### src/rtl/instr_encoder_loader_pkg.sv
// Shared types and constants for the instruction encoder/loader.
// Opcode constants are common with the control decode path.
package instr_encoder_loader_pkg;

   localparam int unsigned WORD_W = 32;
   localparam int unsigned KIND_W = 3;
   localparam int unsigned OP_W   = 6;

   localparam logic [OP_W-1:0] OP_RTYPE = 6'b000000;
   localparam logic [OP_W-1:0] OP_LW    = 6'b100011;
   localparam logic [OP_W-1:0] OP_SW    = 6'b101011;
   localparam logic [OP_W-1:0] OP_BEQ   = 6'b000100;
   localparam logic [OP_W-1:0] OP_ADDI  = 6'b001000;

   localparam logic [KIND_W-1:0] KIND_R    = 3'd0;
   localparam logic [KIND_W-1:0] KIND_LW   = 3'd1;
   localparam logic [KIND_W-1:0] KIND_SW   = 3'd2;
   localparam logic [KIND_W-1:0] KIND_BEQ  = 3'd3;
   localparam logic [KIND_W-1:0] KIND_ADDI = 3'd4;

   typedef enum logic [1:0] {
      S_IDLE,
      S_LOAD,
      S_DONE
   } state_e;

   typedef struct packed {
      logic [KIND_W-1:0] kind;
      logic [4:0]        rs;
      logic [4:0]        rt;
      logic [4:0]        rd;
      logic [5:0]        funct;
      logic [15:0]       imm;
   } desc_t;

endpackage

### src/rtl/instr_encoder_loader_if.sv
// Descriptor stream, session control and instruction-memory write bus.
interface instr_encoder_loader_if #(
   parameter int unsigned ADDR_W = 8
) ();

   logic                                       start;
   logic [ADDR_W-1:0]                          base_addr;
   logic [ADDR_W-1:0]                          num_instr;
   logic                                       in_valid;
   logic                                       in_ready;
   logic [instr_encoder_loader_pkg::KIND_W-1:0] in_kind;
   logic [4:0]                                 in_rs;
   logic [4:0]                                 in_rt;
   logic [4:0]                                 in_rd;
   logic [5:0]                                 in_funct;
   logic [15:0]                                in_imm;
   logic                                       mem_we;
   logic [ADDR_W-1:0]                          mem_addr;
   logic [instr_encoder_loader_pkg::WORD_W-1:0] mem_wdata;
   logic                                       busy;
   logic                                       done;
   logic                                       err;

   modport master (
      output start, base_addr, num_instr, in_valid,
      output in_kind, in_rs, in_rt, in_rd, in_funct, in_imm,
      input  in_ready, mem_we, mem_addr, mem_wdata, busy, done, err
   );

   modport slave (
      input  start, base_addr, num_instr, in_valid,
      input  in_kind, in_rs, in_rt, in_rd, in_funct, in_imm,
      output in_ready, mem_we, mem_addr, mem_wdata, busy, done, err
   );

endinterface

### src/rtl/instr_encoder_loader_field_encoder.sv
// Combinational packer: symbolic descriptor to 32-bit instruction word.
module instr_field_encoder
   import instr_encoder_loader_pkg::*;
(
   input  desc_t             desc,
   output logic [WORD_W-1:0] word,
   output logic              illegal
);

   always_comb begin
      word    = '0;
      illegal = 1'b0;
      case (desc.kind)
         KIND_R:    word = {OP_RTYPE, desc.rs, desc.rt, desc.rd, 5'd0, desc.funct};
         KIND_LW:   word = {OP_LW,    desc.rs, desc.rt, desc.imm};
         KIND_SW:   word = {OP_SW,    desc.rs, desc.rt, desc.imm};
         KIND_BEQ:  word = {OP_BEQ,   desc.rs, desc.rt, desc.imm};
         KIND_ADDI: word = {OP_ADDI,  desc.rs, desc.rt, desc.imm};
         default:   illegal = 1'b1;
      endcase
   end

endmodule

### src/rtl/instr_encoder_loader.sv
// Load-session FSM: consumes descriptors and writes encoded words to
// consecutive instruction-memory addresses.
module instr_encoder_loader
   import instr_encoder_loader_pkg::*;
#(
   parameter int unsigned ADDR_W = 8
) (
   input logic                  clk,
   input logic                  reset,
   instr_encoder_loader_if.slave bus
);

   state_e              state, state_n;
   logic [ADDR_W-1:0]   addr, addr_n;
   logic [ADDR_W-1:0]   remaining, remaining_n;
   logic                we_q, we_n;
   logic [ADDR_W-1:0]   mem_addr_q, mem_addr_n;
   logic [WORD_W-1:0]   wdata_q, wdata_n;
   logic                done_q, done_n;
   logic                err_q, err_n;
   logic                ready_q, ready_n;
   logic                busy_q, busy_n;

   desc_t               desc;
   logic [WORD_W-1:0]   enc_word;
   logic                enc_illegal;
   logic                handshake;

   assign desc = {bus.in_kind, bus.in_rs, bus.in_rt, bus.in_rd, bus.in_funct, bus.in_imm};

   instr_field_encoder u_enc (
      .desc    (desc),
      .word    (enc_word),
      .illegal (enc_illegal)
   );

   assign handshake = bus.in_valid && ready_q;

   // Next-state and next-output logic
   always_comb begin
      state_n     = state;
      addr_n      = addr;
      remaining_n = remaining;
      we_n        = 1'b0;
      mem_addr_n  = mem_addr_q;
      wdata_n     = wdata_q;
      done_n      = 1'b0;
      err_n       = err_q;
      case (state)
         S_IDLE: begin
            if (bus.start) begin
               err_n = 1'b0;
               if (bus.num_instr != '0) begin
                  state_n     = S_LOAD;
                  addr_n      = bus.base_addr;
                  remaining_n = bus.num_instr;
               end else begin
                  done_n = 1'b1;
               end
            end
         end
         S_LOAD: begin
            if (handshake) begin
               remaining_n = remaining - ADDR_W'(1);
               // Illegal descriptors consume a slot but never write or advance addr
               if (enc_illegal) begin
                  err_n = 1'b1;
               end else begin
                  we_n       = 1'b1;
                  mem_addr_n = addr;
                  wdata_n    = enc_word;
                  addr_n     = addr + ADDR_W'(1);
               end
               if (remaining == ADDR_W'(1)) begin
                  state_n = S_DONE;
                  done_n  = 1'b1;
               end
            end
         end
         S_DONE:  state_n = S_IDLE;
         default: state_n = S_IDLE;
      endcase
      ready_n = (state_n == S_LOAD);
      busy_n  = (state_n != S_IDLE);
   end

   // State and output registers
   always_ff @(posedge clk or posedge reset) begin
      if (reset) begin
         state      <= S_IDLE;
         addr       <= '0;
         remaining  <= '0;
         we_q       <= 1'b0;
         mem_addr_q <= '0;
         wdata_q    <= '0;
         done_q     <= 1'b0;
         err_q      <= 1'b0;
         ready_q    <= 1'b0;
         busy_q     <= 1'b0;
      end else begin
         state      <= state_n;
         addr       <= addr_n;
         remaining  <= remaining_n;
         we_q       <= we_n;
         mem_addr_q <= mem_addr_n;
         wdata_q    <= wdata_n;
         done_q     <= done_n;
         err_q      <= err_n;
         ready_q    <= ready_n;
         busy_q     <= busy_n;
      end
   end

   assign bus.in_ready  = ready_q;
   assign bus.mem_we    = we_q;
   assign bus.mem_addr  = mem_addr_q;
   assign bus.mem_wdata = wdata_q;
   assign bus.done      = done_q;
   assign bus.err       = err_q;
   assign bus.busy      = busy_q;

endmodule

### src/flat_wrapper.sv
// flat-port wrapper written by rule: the top's interface ports become plain ports
module instr_encoder_loader_flat import instr_encoder_loader_pkg::*;
#(
   parameter int unsigned ADDR_W = 8
)
  (clk, reset, bus_start, bus_base_addr, bus_num_instr, bus_in_valid, bus_in_kind, bus_in_rs, bus_in_rt, bus_in_rd, bus_in_funct, bus_in_imm, bus_in_ready, bus_mem_we, bus_mem_addr, bus_mem_wdata, bus_busy, bus_done, bus_err);
  instr_encoder_loader_if #(.ADDR_W(ADDR_W)) bus_i ();
  input logic clk;
  input logic reset;
  input wire logic [$bits(bus_i.start)-1:0] bus_start;
  input wire logic [$bits(bus_i.base_addr)-1:0] bus_base_addr;
  input wire logic [$bits(bus_i.num_instr)-1:0] bus_num_instr;
  input wire logic [$bits(bus_i.in_valid)-1:0] bus_in_valid;
  input wire logic [$bits(bus_i.in_kind)-1:0] bus_in_kind;
  input wire logic [$bits(bus_i.in_rs)-1:0] bus_in_rs;
  input wire logic [$bits(bus_i.in_rt)-1:0] bus_in_rt;
  input wire logic [$bits(bus_i.in_rd)-1:0] bus_in_rd;
  input wire logic [$bits(bus_i.in_funct)-1:0] bus_in_funct;
  input wire logic [$bits(bus_i.in_imm)-1:0] bus_in_imm;
  output wire logic [$bits(bus_i.in_ready)-1:0] bus_in_ready;
  output wire logic [$bits(bus_i.mem_we)-1:0] bus_mem_we;
  output wire logic [$bits(bus_i.mem_addr)-1:0] bus_mem_addr;
  output wire logic [$bits(bus_i.mem_wdata)-1:0] bus_mem_wdata;
  output wire logic [$bits(bus_i.busy)-1:0] bus_busy;
  output wire logic [$bits(bus_i.done)-1:0] bus_done;
  output wire logic [$bits(bus_i.err)-1:0] bus_err;
  assign bus_i.start = bus_start;
  assign bus_i.base_addr = bus_base_addr;
  assign bus_i.num_instr = bus_num_instr;
  assign bus_i.in_valid = bus_in_valid;
  assign bus_i.in_kind = bus_in_kind;
  assign bus_i.in_rs = bus_in_rs;
  assign bus_i.in_rt = bus_in_rt;
  assign bus_i.in_rd = bus_in_rd;
  assign bus_i.in_funct = bus_in_funct;
  assign bus_i.in_imm = bus_in_imm;
  assign bus_in_ready = bus_i.in_ready;
  assign bus_mem_we = bus_i.mem_we;
  assign bus_mem_addr = bus_i.mem_addr;
  assign bus_mem_wdata = bus_i.mem_wdata;
  assign bus_busy = bus_i.busy;
  assign bus_done = bus_i.done;
  assign bus_err = bus_i.err;
  instr_encoder_loader #(.ADDR_W(ADDR_W)) u_core (.clk(clk), .reset(reset), .bus(bus_i));
endmodule
### config.mk
export PLATFORM = sky130hd
export DESIGN_NAME = instr_encoder_loader_flat
export DESIGN_NICKNAME = d
export VERILOG_FILES = /design/src/rtl/instr_encoder_loader_pkg.sv /design/src/rtl/instr_encoder_loader_if.sv /design/src/rtl/instr_encoder_loader_field_encoder.sv /design/src/rtl/instr_encoder_loader.sv /design/src/flat_wrapper.sv
export SDC_FILE = /design/constraint.sdc
export NUM_CORES = 1
export LEC_CHECK = 0
export ABC_AREA = 1
export CAP_MARGIN = 30
export CORE_MARGIN = 3
export CORE_UTILIZATION = 41
export CTS_CLUSTER_SIZE = 16
export DETAILED_ROUTE_END_ITERATION = 8
export DONT_BUFFER_PORTS = 1
export HOLD_SLACK_MARGIN = 0.05
export MAX_ROUTING_LAYER = met4
export PLACE_DENSITY = 0.61
export SYNTH_ARGS = -nofsm -noshare
export SYNTH_HDL_FRONTEND = slang
export SYNTH_SLANG_ARGS = --single-unit
### constraint.sdc
create_clock -name clk -period 2.09 [get_ports clk]
set_input_delay 0.1045 -clock clk [delete_from_list [all_inputs] [get_ports clk]]
set_output_delay 0.1045 -clock clk [all_outputs]
set_load 0.03 [all_outputs]
# Yosys cells after proc, flatten, opt, wreduce, memory -nomap -nowiden
# Cells that the tools add are included.
[word_totals] regBits=63 latchBits=0 ramBits=0 mem_bits_ro=0 input_bits=60 mem_count=0
[classes] n_addsub=2 mul=0 n_div=0 magnitude_cmp=0 n_eq_ne=12 shifts=0 muxes=27 bitwise_logic=0 n_reduce_logical=11
[ops] op="one-hot mux 32 bit (5 select lines)" count=1
[ops] op="2-to-1 mux 8 bit" count=7
[ops] op="one-hot mux 8 bit (2 select lines)" count=2
[ops] op="2-to-1 mux 1 bit" count=10
[ops] op="adder 8 x 1 -> 8 bit (second input constant)" count=1
[ops] op="== test 8 x 1 -> 1 bit (second input constant)" count=1
[ops] op="2-to-1 mux 2 bit" count=4
[ops] op="AND reduction 4 bit" count=2
[ops] op="nonzero test 8 bit" count=1
[ops] op="subtractor 8 x 1 -> 8 bit (second input constant)" count=1
[ops] op="== test 3 x 2 -> 1 bit (second input constant)" count=2
[ops] op="inequality test 2 bit (second input constant)" count=3
[ops] op="AND reduction 5 bit" count=1
[ops] op="OR reduction 5 bit" count=1
[ops] op="== test 2 x 1 -> 1 bit (second input constant)" count=2
[ops] op="inequality test 2 x 1 -> 1 bit (second input constant)" count=2
[ops] op="one-hot mux 1 bit (2 select lines)" count=2
[ops] op="one-hot mux 2 bit (2 select lines)" count=1
[ops] op="nonzero test 2 bit" count=2
[ops] op="== test 3 x 1 -> 1 bit (second input constant)" count=1
[ops] op="== test 3 bit (second input constant)" count=1
[ops] op="logical NOT 3 bit" count=1
[ops] op="AND reduction 3 bit" count=1
[ops] op="logical NOT 2 bit" count=1
[ops] op="logical AND 1 bit" count=1

# Longest topological paths before layout
# Gate-level depths: netlist of the first run.
[depth] word_depth=5 depth_mapped=10 ltp_nobuf=10

# By module
# Synthesis of the first run repeated with hierarchy kept, for this count alone.
[unflattened] hier_cells=493 hier_area_um2=3437.0
[modules_own_cells] module="instr_encoder_loader" instances=1 cells_each=387 area_per_inst_um2=2935.3 seq_area_each_um2=1576.5
[modules_own_cells] module="instr_field_encoder" instances=1 cells_each=106 area_per_inst_um2=501.7 seq_area_each_um2=0.0

# Least setup slack after synthesis of the first run
# Ideal clock, no wire load.
[synth_timing] path_type="register to register" start="register u_core.ready_q, in the netlist u_core.bus.in_ready" end="register u_core.mem_addr_q[0], in the netlist u_core.bus.mem_addr[0]" setup_time_ns=0.119 t_arrival_ns=1.224 required_time_ns=1.971 slack_ns=0.748 path_stages_with_launch=9 path_buffers=1 period_less_slack_ns=1.342 path_cell_list="dfrtp_1 -> nand2_1 -> inv_1 -> nand2_4 -> nor2_4 -> inv_2 -> buf_6 -> nand2_1 -> o21ai_2"
[synth_between] elab_chain_cells=2
[synth_rtl] item="from (decl)" line_no="instr_encoder_loader.sv:21" source="logic ready_q, ready_n;"
[synth_rtl] item="from (signal assigned)" line_no="instr_encoder_loader.sv:109" source="ready_q <= ready_n;"
[synth_rtl] item="logical AND 1 bit" line_no="instr_encoder_loader.sv:37" source="assign handshake = bus.in_valid && ready_q;"
[synth_rtl] item="AND reduction 3 bit (no line)"
[synth_rtl] item="to (signal assigned)" line_no="instr_encoder_loader.sv:105" source="mem_addr_q <= mem_addr_n;"
[synth_rtl] item="to (decl)" line_no="instr_encoder_loader.sv:17" source="logic [ADDR_W-1:0] mem_addr_q, mem_addr_n;"
# No other way between the ends.
# A chain may end at the register's enable or synchronous reset.

# Final worst setup path of the first run
[layout_timing] start="register u_core.state[1]" end="register u_core.wdata_q[27], in the netlist u_core.bus.mem_wdata[27]"
[layout_between] elab_chain_cells=2
[layout_rtl] item="from (decl)" line_no="instr_encoder_loader.sv:13" source="state_e state, state_n;"
[layout_rtl] item="from (signal assigned)" line_no="instr_encoder_loader.sv:101" source="state <= state_n;"
[layout_rtl] item="== test 2 x 1 -> 1 bit" line_no="instr_encoder_loader.sv:49" source="case (state)"
[layout_rtl] item="AND reduction 3 bit (no line)"
[layout_rtl] item="to (signal assigned)" line_no="instr_encoder_loader.sv:106" source="wdata_q <= wdata_n;"
[layout_rtl] item="to (decl)" line_no="instr_encoder_loader.sv:18" source="logic [WORD_W-1:0] wdata_q, wdata_n;"
# No other way between the ends.

==> flow_metrics.tcl, run 1 <==
set metrics [dict create \
    drtPass1Iterations 4 \
    insertion_delay_ns 0.34 \
    syn-cell-area_um2 3050 \
    drcViolationCount 0 \
    synth.most_common_cell "nand2_1" \
    die_w_um 92.2 \
    gp_congestion 0.830 \
    area_growth_pct 28.7 \
    cts-root-buf "clkbuf_8" \
    seqPwrFrac 0.481 \
    cts_max_level 3 \
    dieArea_um2 8500 \
    n_antenna_cell 0 \
    synthArstFlopShare 1.00 \
    worstMarginPinSlew_ns 0.744 \
    antenna_found_initial 0 \
    r2r-start "u_core.state[1]" \
    clock_sinks 60 \
    arrival_ns 2.20 \
    synth.avg_cell_area_um2 7.81 \
    nFillCells 641 \
    drtIter0Drc 91 \
    grt_pass1_vias 2592 \
    cellInternalPower_mw 3.02 \
    crit_fanout 17 \
    grt_pass1_wl_um 13000 \
    wirelength_um 8100 \
    nNetsFinal 513 \
    io_buffers 0 \
    ys_top_cells_by_count "nand2_1 (155), dfrtp_1 (60), nor2_1 (28)" \
    cts_tree "built" \
    worstHoldStart "bus_num_instr[4]" \
    fin_crit_ns 1.96 \
    max-clock-path-buffers 2 \
    core_area_um2 6980 \
    outcome "completed" \
    post_cts.repair.setup_buffers 0 \
    fp.dieH_um 92.2 \
    crit_path_top_delay_cell "dlygate4sd3_1" \
    setup_viol 0 \
    syn_inst 390 \
    p_sw_frac 0.475 \
    finalMaxSlewViolations 0 \
    synth_largest_area_cell "dfrtp_1" \
    cp-start-kind "register" \
    power.density_nw_per_um2 1470 \
    p_leak_nw 1.94 \
    critPathKind "reg2reg" \
    multiInputGateArea_um2 1310 \
    endpoint_kind "register" \
    clock.fmax_ghz 0.509 \
    syn-num-nets 453 \
    synth-seq-cells 60 \
    power_frac_clock 0.207 \
    yosysWarnings 0 \
    ir_drop_uv 512 \
    initial_utilization 0.436 \
    hold_violations 0 \
    finalPower_mw 5.75 \
    hpwl_um 5240 \
    cp.required_ns 2.32 \
    holdWs_ns 0.0762 \
    max_slew_margin 0.503 \
    cp_slowest_stage_delay_ns 0.61 \
    grt_max_degree 43 \
    synth.distinct_cells 26 \
    layout-drive-gt1-share 0.101 \
    wl_per_cell_um 14.7 \
    dpl-instance-area_um2 3100 \
    postRouteAntennaNets 0 \
    finalCritPeriodShare 0.939 \
    seq_area_frac_synth 0.493 \
    maxCapViolCount 0 \
    std_cell_rows 30 \
    path_clk_slew_ns 0.07 \
    seqCellArea_um2 1500 \
    grt_use_total 0.200 \
    power_switching_mw 2.73 \
    ioPinCount 105 \
    final_cell_area_um2 3920 \
    critical_path.cell_chain "inv_1 > nand2_2 > nor2_2 > nand4_1 > dlygate4sd3_1 > o211a_1" \
    cp-startpoint "u_core.state[1]" \
    via_count 2717 \
    grt_overflow 0 \
    synth.area.top_cells "dfrtp_1 (49%), nand2_1 (19%), nand3_1 (3.8%)" \
    fin_skew_ns 0.0111 \
    viasPerCell 4.93 \
    numCtsBuffers 9 \
    hold_class "in2reg" \
    synth_top_area_share 0.493 \
    synth_edf_count 0 \
    timing.setup.tns_ns 0 \
    ys.flop_type "dfrtp_1" \
    p_comb_frac 0.312 \
]
[path summary, 6_finish.rpt]
kind | end | cells past startpoint | slack, ns
setup / recovery | u_core.bus.mem_wdata[27] | 6 | 0.13
hold / removal | u_core.bus.done | 5 | 0.08
setup reg to reg | u_core.bus.mem_wdata[27] | 6 | 0.13
hold reg to reg | u_core.remaining[5] | 2 | 0.51
max in group asynchronous | u_core.bus.mem_wdata[12] | 3 | 1.17
min in group asynchronous | u_core.bus.mem_wdata[16] | 2 | 0.31
[power groups by stage]
| stage | sequential (mW) | clock [mW] | combinational [mW] |
|---|---|---|---|
| floorplan | 2.70 | 0 | 1.41 |
| global placement | 2.78 | 0 | 1.66 |
| detailed placement | 2.78 | 0 | 1.70 |
| CTS | 2.76 | 1.21 | 1.80 |
| global route | 2.83 | 1.28 | 2.07 |
| finish | 2.77 | 1.19 | 1.80 |
[per-stage QoR]
stage	utilization	setup slack, ns	instances
after global placement	0.444	0.425	476
after global routing	0.561	-0.0124	551
after detailed placement	0.444	0.389	476
after CTS	0.561	0.0426	551
after floorplan	-	0.501	390
final	0.561	0.127	551
[sequential cells by signal (all words and copies together), names as in the netlist]
register,flops
u_core.bus.mem_wdata,29
u_core.addr,8
u_core.bus.mem_addr,8
u_core.remaining,8
u_core.state,2
u_core.bus.busy,1
u_core.bus.done,1
u_core.bus.err,1
u_core.bus.in_ready,1
u_core.bus.mem_we,1
[per-layer routing]
| metal | track usage | wire [um] | vias up | share of wire |
|---|---|---|---|---|
| met3 | 0.0607 | 534 | 16 | 0.066 |
| met5 | - | 0 | - | 0 |
| met2 | 0.319 | 3830 | 86 | 0.47 |
| met4 | 0.0656 | 130 | 0 | 0.016 |
| met1 | 0.244 | 3610 | 1262 | 0.45 |
| li1 | - | - | 1353 | - |
[critical path: cells and delay by family, from the launching register on]
| family | cells | cell delay (ns) |
|---|---|---|
| compound gates | 1 | 0.12 |
| buf+inv | 2 | 0.71 |
| flops | 1 | 0.46 |
| simple gates | 3 | 0.56 |
[area by class of cell]
| type | count | share of cell area |
|---|---|---|
| clock inverters | 5 | 0.0217 |
| flip-flops and latches | 60 | 0.383 |
| multi-input cells | 285 | 0.335 |
| repair buffers | 65 | 0.165 |
| inverters | 29 | 0.0278 |
| clock buffers | 11 | 0.0361 |
| well taps | 96 | 0.0307 |
[cells by family after synthesis]
kind of cell / after synthesis / share of synthesized area
adders and majority gates: 3 / 0.0123
DFF: 60 / 0.493
buffers and inverters: 45 / 0.0764
muxes: 1 / 0.00329
other: 1 / 0.00123
and+or+nand+nor: 220 / 0.301
AOI/OAI and AO/OA: 60 / 0.113
[cell usage in the layout (no fill, tap or decap), types with 3 or more instances in the layout]
cell type      synthesis  final
dlygate4sd3_1          0     59
nand4_1                4      4
nor2_2                 2      3
o21ai_2               10     10
clkbuf_8               0     10
a21oi_1               16     16
o21ai_0               13     13
nand3_1               23     23
nor2_1                28     27
o21ai_1               20     20
inv_2                  3      4
inv_1                 26     25
nand2_2                3      3
dfrtp_1               60     60
buf_4                  6      5
ha_1                   3      3
nand2_1              155    155
[repair_timing]
item                                    4_1_cts  5_1_grt
gates resized for setup                       0        1
hold buffers                                 59        0
hold endpoints to repair                     76        0
endpoints found under the setup margin        0        2
No activity file was read; power rests on OpenSTA's default activity.
==> inputs of run 2 (changes only) <==
CORE_MARGIN = unset   (was 3)
CORE_UTILIZATION = 63   (was 41)
PLACE_DENSITY = 0.85   (was 0.61)
==> run 2 against run 1 <==
Against the previous run:
- maximum frequency up 1.4%
- worst hold slack better by 0.0030 ns
- largest cell class unchanged
- sequential power barely moved
- largest power group unchanged
- critical path type unchanged
- utilization increased by 29 points
- die area down 40%
==> flow_metrics.tcl, run 2 (synthesis results as in run 1) <==
set metrics [dict create \
    crit_fanout 17 \
    wirelength_um 8330 \
    grt_max_degree 43 \
    r2r-start "u_core.state[1]" \
    path_delay_family "buffers and inverters" \
    crit_path_top_delay_cell "dlygate4sd3_1" \
    insertion_delay_ns 0.34 \
    gr-usage-met1 0.403 \
    fin_skew_ns 0.00594 \
    viasPerCell 5.88 \
    power.density_nw_per_um2 1490 \
    reg2reg_depth 6 \
    io_buffers 0 \
    grt_pass1_wl_um 13200 \
    std_cell_rows 24 \
    critical_path_depth 6 \
    drtIter0Drc 317 \
    layout-drive-gt1-share 0.0991 \
    post_cts.repair.setup_buffers 0 \
    grt_pass1_vias 2925 \
    cp.required_ns 2.33 \
    wl_per_cell_um 16.4 \
    final_cell_mix "nand2_1 (155), dfrtp_1 (60), dlygate4sd3_1 (59)" \
    largest_reg_flops 29 \
    clock.fmax_ghz 0.516 \
    cts_max_level 3 \
    nFillCells 250 \
    critical_path.endpoint "u_core.bus.mem_wdata[27]" \
    hold_violations 0 \
    use_met3 0.0759 \
    via_count 2979 \
    path_clk_slew_ns 0.07 \
    multiInputGateArea_um2 1310 \
    finalMaxSlewViolations 0 \
    cts_tree "built" \
    cts-root-buf "clkbuf_8" \
    seqCellArea_um2 1500 \
    drtPass1Iterations 8 \
    core_area_um2 4500 \
    hpwl_um 4720 \
    critPathKind "reg2reg" \
    p_leak_nw 1.93 \
    ioPinCount 105 \
    cp-start-kind "register" \
    cp-startpoint "u_core.state[1]" \
    dieArea_um2 5120 \
    maxCapViolCount 0 \
    arrival_ns 2.17 \
    max-clock-path-buffers 2 \
    worstMarginPinSlew_ns 0.752 \
    numCtsBuffers 9 \
    outcome "completed" \
    die_w_um 71.5 \
    postRouteAntennaNets 0 \
    path_buf_inv 2 \
    fin_crit_ns 1.94 \
    top_usage_layer "met2" \
    hold_class "in2reg" \
    nNetsFinal 512 \
    critical_path.cell_chain "inv_1 > nand2_2 > nor2_2 > nand4_1 > dlygate4sd3_1 > o211a_1" \
    timing.setup.tns_ns 0 \
    endpoint_kind "register" \
    reg2reg_to "u_core.bus.mem_wdata[27]" \
    cp_slowest_stage_delay_ns 0.59 \
    drcViolationCount 0 \
    antenna_found_initial 1 \
    global_route.usage.met2 0.568 \
    max_slew_margin 0.498 \
    r2r_slack_ns 0.15 \
    setup_viol 0 \
    finalCritPeriodShare 0.926 \
    grt_use_total 0.354 \
    layout_commonest_cell "nand2_1" \
    ir_drop_uv 926 \
    gp_congestion 0.864 \
    grt_overflow 0 \
    area_growth_pct 25.9 \
    initial_utilization 0.676 \
    fp.dieH_um 71.5 \
    rsz0062_at_grt "false" \
    fin_util 0.851 \
    clock_sinks 60 \
]
run 2: worst min-delay path by stage:
stage	cells after the start	endpoint	slack (ns)	from
global placement	1	u_core.bus.mem_wdata[23]	0.11	reset
floorplan	2	u_core.bus.mem_wdata[16]	0.22	bus_in_rt[0]
global route	5	u_core.bus.done	0.09	bus_num_instr[0]
detailed placement	1	u_core.bus.mem_wdata[24]	0.12	reset
CTS	5	u_core.bus.done	0.06	bus_num_instr[0]
finish	5	u_core.bus.done	0.08	bus_num_instr[0]
run 2: layer usage:
metal / share of wire / vias to the layer above
met3: 0.083 / 41
met2: 0.49 / 181
li1: - / 1353
met4: 0.038 / 0
met1: 0.38 / 1404
met5: 0 / -
run 2: what timing repair did:
item,in CTS,in global routing
hold buffers,59,0
setup endpoints to repair,0,1
hold endpoints to repair,76,0
resized for setup,0,1
run 2: where the power goes:
part           switching, mW  internal, mW  total (mW)  leakage (nW)
registers               1.12          1.66        2.79         0.755
logic                   1.21         0.644        1.86          1.07
clock network          0.468         0.612        1.08         0.102
run 2: area by class of cell:
cell class                 count  area share
multi-input combinational    285       0.343
clock buffer                  12      0.0405
clock inverter                 4      0.0124
tap                           52      0.0170
inverter                      29      0.0284
timing repair buffer          64       0.167
antenna                        1    0.000653
sequential                    60       0.392
run 2: worst reg2reg max path, stage by stage, from the launching register on:
cell	delay [ns]
dfrtp_1	0.46
inv_1	0.10
nand2_2	0.21
nor2_2	0.24
nand4_1	0.11
dlygate4sd3_1	0.59
o211a_1	0.11
run 2: metrics by stage:
stage                     setup WS, ns  power (mW)  instances  hold slack, ns  area (um2)
after floorplan                  0.501        4.11        390           0.221        3050
after global placement           0.334        4.37        431           0.114        3040
after detailed placement         0.270        4.47        431           0.119        3040
after CTS                        0.106        5.63        506          0.0586        3830
after global routing            0.0471        6.08        507          0.0874        3830
final                            0.154        5.73        507          0.0792        3830
==> inputs of run 3 (changes only) <==
ABC_CLOCK_PERIOD_IN_PS = 2090   (was unset)
CORE_UTILIZATION = 65   (was 63)
CTS_BUF_LIST = sky130_fd_sc_hd__clkbuf_2   (was unset)
PLACE_DENSITY = 0.87   (was 0.85)
TNS_END_PERCENT = 10   (was unset)
==> run 3 against run 2 <==
Against the previous run:
- setup slack worse by 0.10 ns
- clock skew rose by 0.011 ns
- design area hardly changed
- worst hold slack lost 0.015 ns
- utilization up 1.8 points
- critical path type unchanged
- largest power group unchanged
==> flow_metrics.tcl, run 3 (synthesis results as in run 1) <==
set metrics [dict create \
    fin_cells 515 \
    wirelength_um 9210 \
    setup_viol 0 \
    viasPerCell 5.96 \
    r2r_slack_ns 0.05 \
    drtPass1Iterations 5 \
    critPathKind "reg2reg" \
    drtIter0Drc 373 \
    timing.setup.tns_ns 0 \
    ioPinCount 105 \
    maxCapViolCount 0 \
    post_cts.repair.setup_buffers 0 \
    outcome "completed" \
    p_leak_nw 1.94 \
    worstHoldStart "bus_in_kind[0]" \
    holdWs_ns 0.0638 \
    max_slew_margin 0.494 \
    grt_max_degree 43 \
    nNetsFinal 521 \
    numCtsBuffers 9 \
    grt_use_total 0.410 \
    arrival_ns 2.44 \
    std_cell_rows 24 \
    max-clock-path-buffers 2 \
    area_growth_pct 26.0 \
    wl_per_cell_um 17.9 \
    io_buffers 0 \
    worstMarginPinSlew_ns 0.759 \
    gp_congestion 0.932 \
    r2r-start "u_core.state[1]" \
    antenna_found_initial 1 \
    cts_tree "built" \
    finalMaxSlewViolations 0 \
    dpl_worst_slack_ns 0.425 \
    cp-start-kind "register" \
    fin_crit_ns 2.04 \
    via_count 3070 \
    gr-usage-met1 0.485 \
    layout-drive-gt1-share 0.0996 \
    clock_sinks 60 \
    largest_reg_flops 29 \
    global_route.usage.met2 0.662 \
    whs_path_depth 4 \
    ir_drop_uv 830 \
    postRouteAntennaNets 0 \
    use_met3 0.0952 \
    dieArea_um2 4960 \
    reg2reg_depth 6 \
    reg2reg_to "u_core.bus.mem_wdata[27]" \
    cts-root-buf "clkbuf_2" \
    core_area_um2 4410 \
    insertion_delay_ns 0.50 \
    cp.required_ns 2.49 \
    fin_ws_ns 0.0503 \
    hold_violations 0 \
    path_clk_slew_ns 0.18 \
    endpoint_kind "register" \
    grt_overflow 0 \
    initial_utilization 0.690 \
    dp.cells 433 \
    grt_pass1_vias 3032 \
    drcViolationCount 0 \
    finalCritPeriodShare 0.976 \
    fin_skew_ns 0.0169 \
    hpwl_um 4600 \
    cts_max_level 3 \
    die_w_um 70.5 \
    hold_class "in2reg" \
    fp.dieH_um 70.5 \
    grt_pass1_wl_um 14900 \
    top_usage_layer "met2" \
    clock.fmax_ghz 0.490 \
    final_cell_mix "nand2_1 (155), dlygate4sd3_1 (66), dfrtp_1 (60)" \
    crit_fanout 17 \
    layout_commonest_cell "nand2_1" \
    worstHoldEndpoint "u_core.bus.mem_wdata[4]" \
    power.density_nw_per_um2 1460 \
]
## run 3: final cells by class
class | instances | area [um2]
fill | 234 | 577
tap | 52 | 65.1
inverter | 29 | 109
clock buffer | 10 | 50.0
clock inverter | 5 | 77.6
timing repair buffer | 73 | 713
sequential | 60 | 1500
antenna | 1 | 2.50
multi-input combinational | 285 | 1320
## run 3: critical path, stage by stage, from the launching register on
cell           delay, ns
dfrtp_1             0.50
inv_1               0.11
nand2_2             0.23
nor2_4              0.21
nand4_1             0.13
dlygate4sd3_1       0.63
o211a_1             0.13
## run 3: worst max path at each step
stage | end | cells past startpoint | start | slack (ns)
after floorplan | u_core.addr[0] | 1 | reset | 0.50
after detailed placement | u_core.bus.mem_addr[7] | 6 | u_core.state[1] | 0.42
after global routing | u_core.bus.mem_wdata[27] | 6 | u_core.state[1] | -0.01
after CTS | u_core.bus.mem_wdata[27] | 6 | u_core.state[1] | 0.05
after global placement | u_core.addr[4] | 7 | u_core.state[1] | 0.51
final | u_core.bus.mem_wdata[27] | 6 | u_core.state[1] | 0.05
## run 3: where the power goes
part | switching [mW] | internal, mW | total, mW
registers | 1.13 | 1.66 | 2.78
logic | 1.29 | 0.680 | 1.97
clock network | 0.440 | 0.392 | 0.832
## run 3: what timing repair did
action / 4_1_cts / 5_1_grt
hold endpoints to repair: 81 / 0
hold buffers: 66 / 0
endpoints found under the setup margin: 0 / 2
gates resized for setup: 0 / 2
## run 3: through the flow
| step | instance area [um2] | utilization | power, mW |
|---|---|---|---|
| 2_1_floorplan | 3050 | - | 4.11 |
| 3_3_place_gp | 3040 | 0.688 | 4.36 |
| 3_5_place_dp | 3040 | 0.688 | 4.46 |
| 4_1_cts | 3830 | 0.867 | 5.39 |
| 5_1_grt | 3840 | 0.869 | 5.92 |
| 6_report | 3840 | 0.869 | 5.59 |
## run 3: layer usage
layer | vias up | part of all wire
li1 | 1374 | -
met4 | 0 | 0.041
met1 | 1440 | 0.37
met5 | - | 0
met2 | 211 | 0.50
met3 | 45 | 0.083
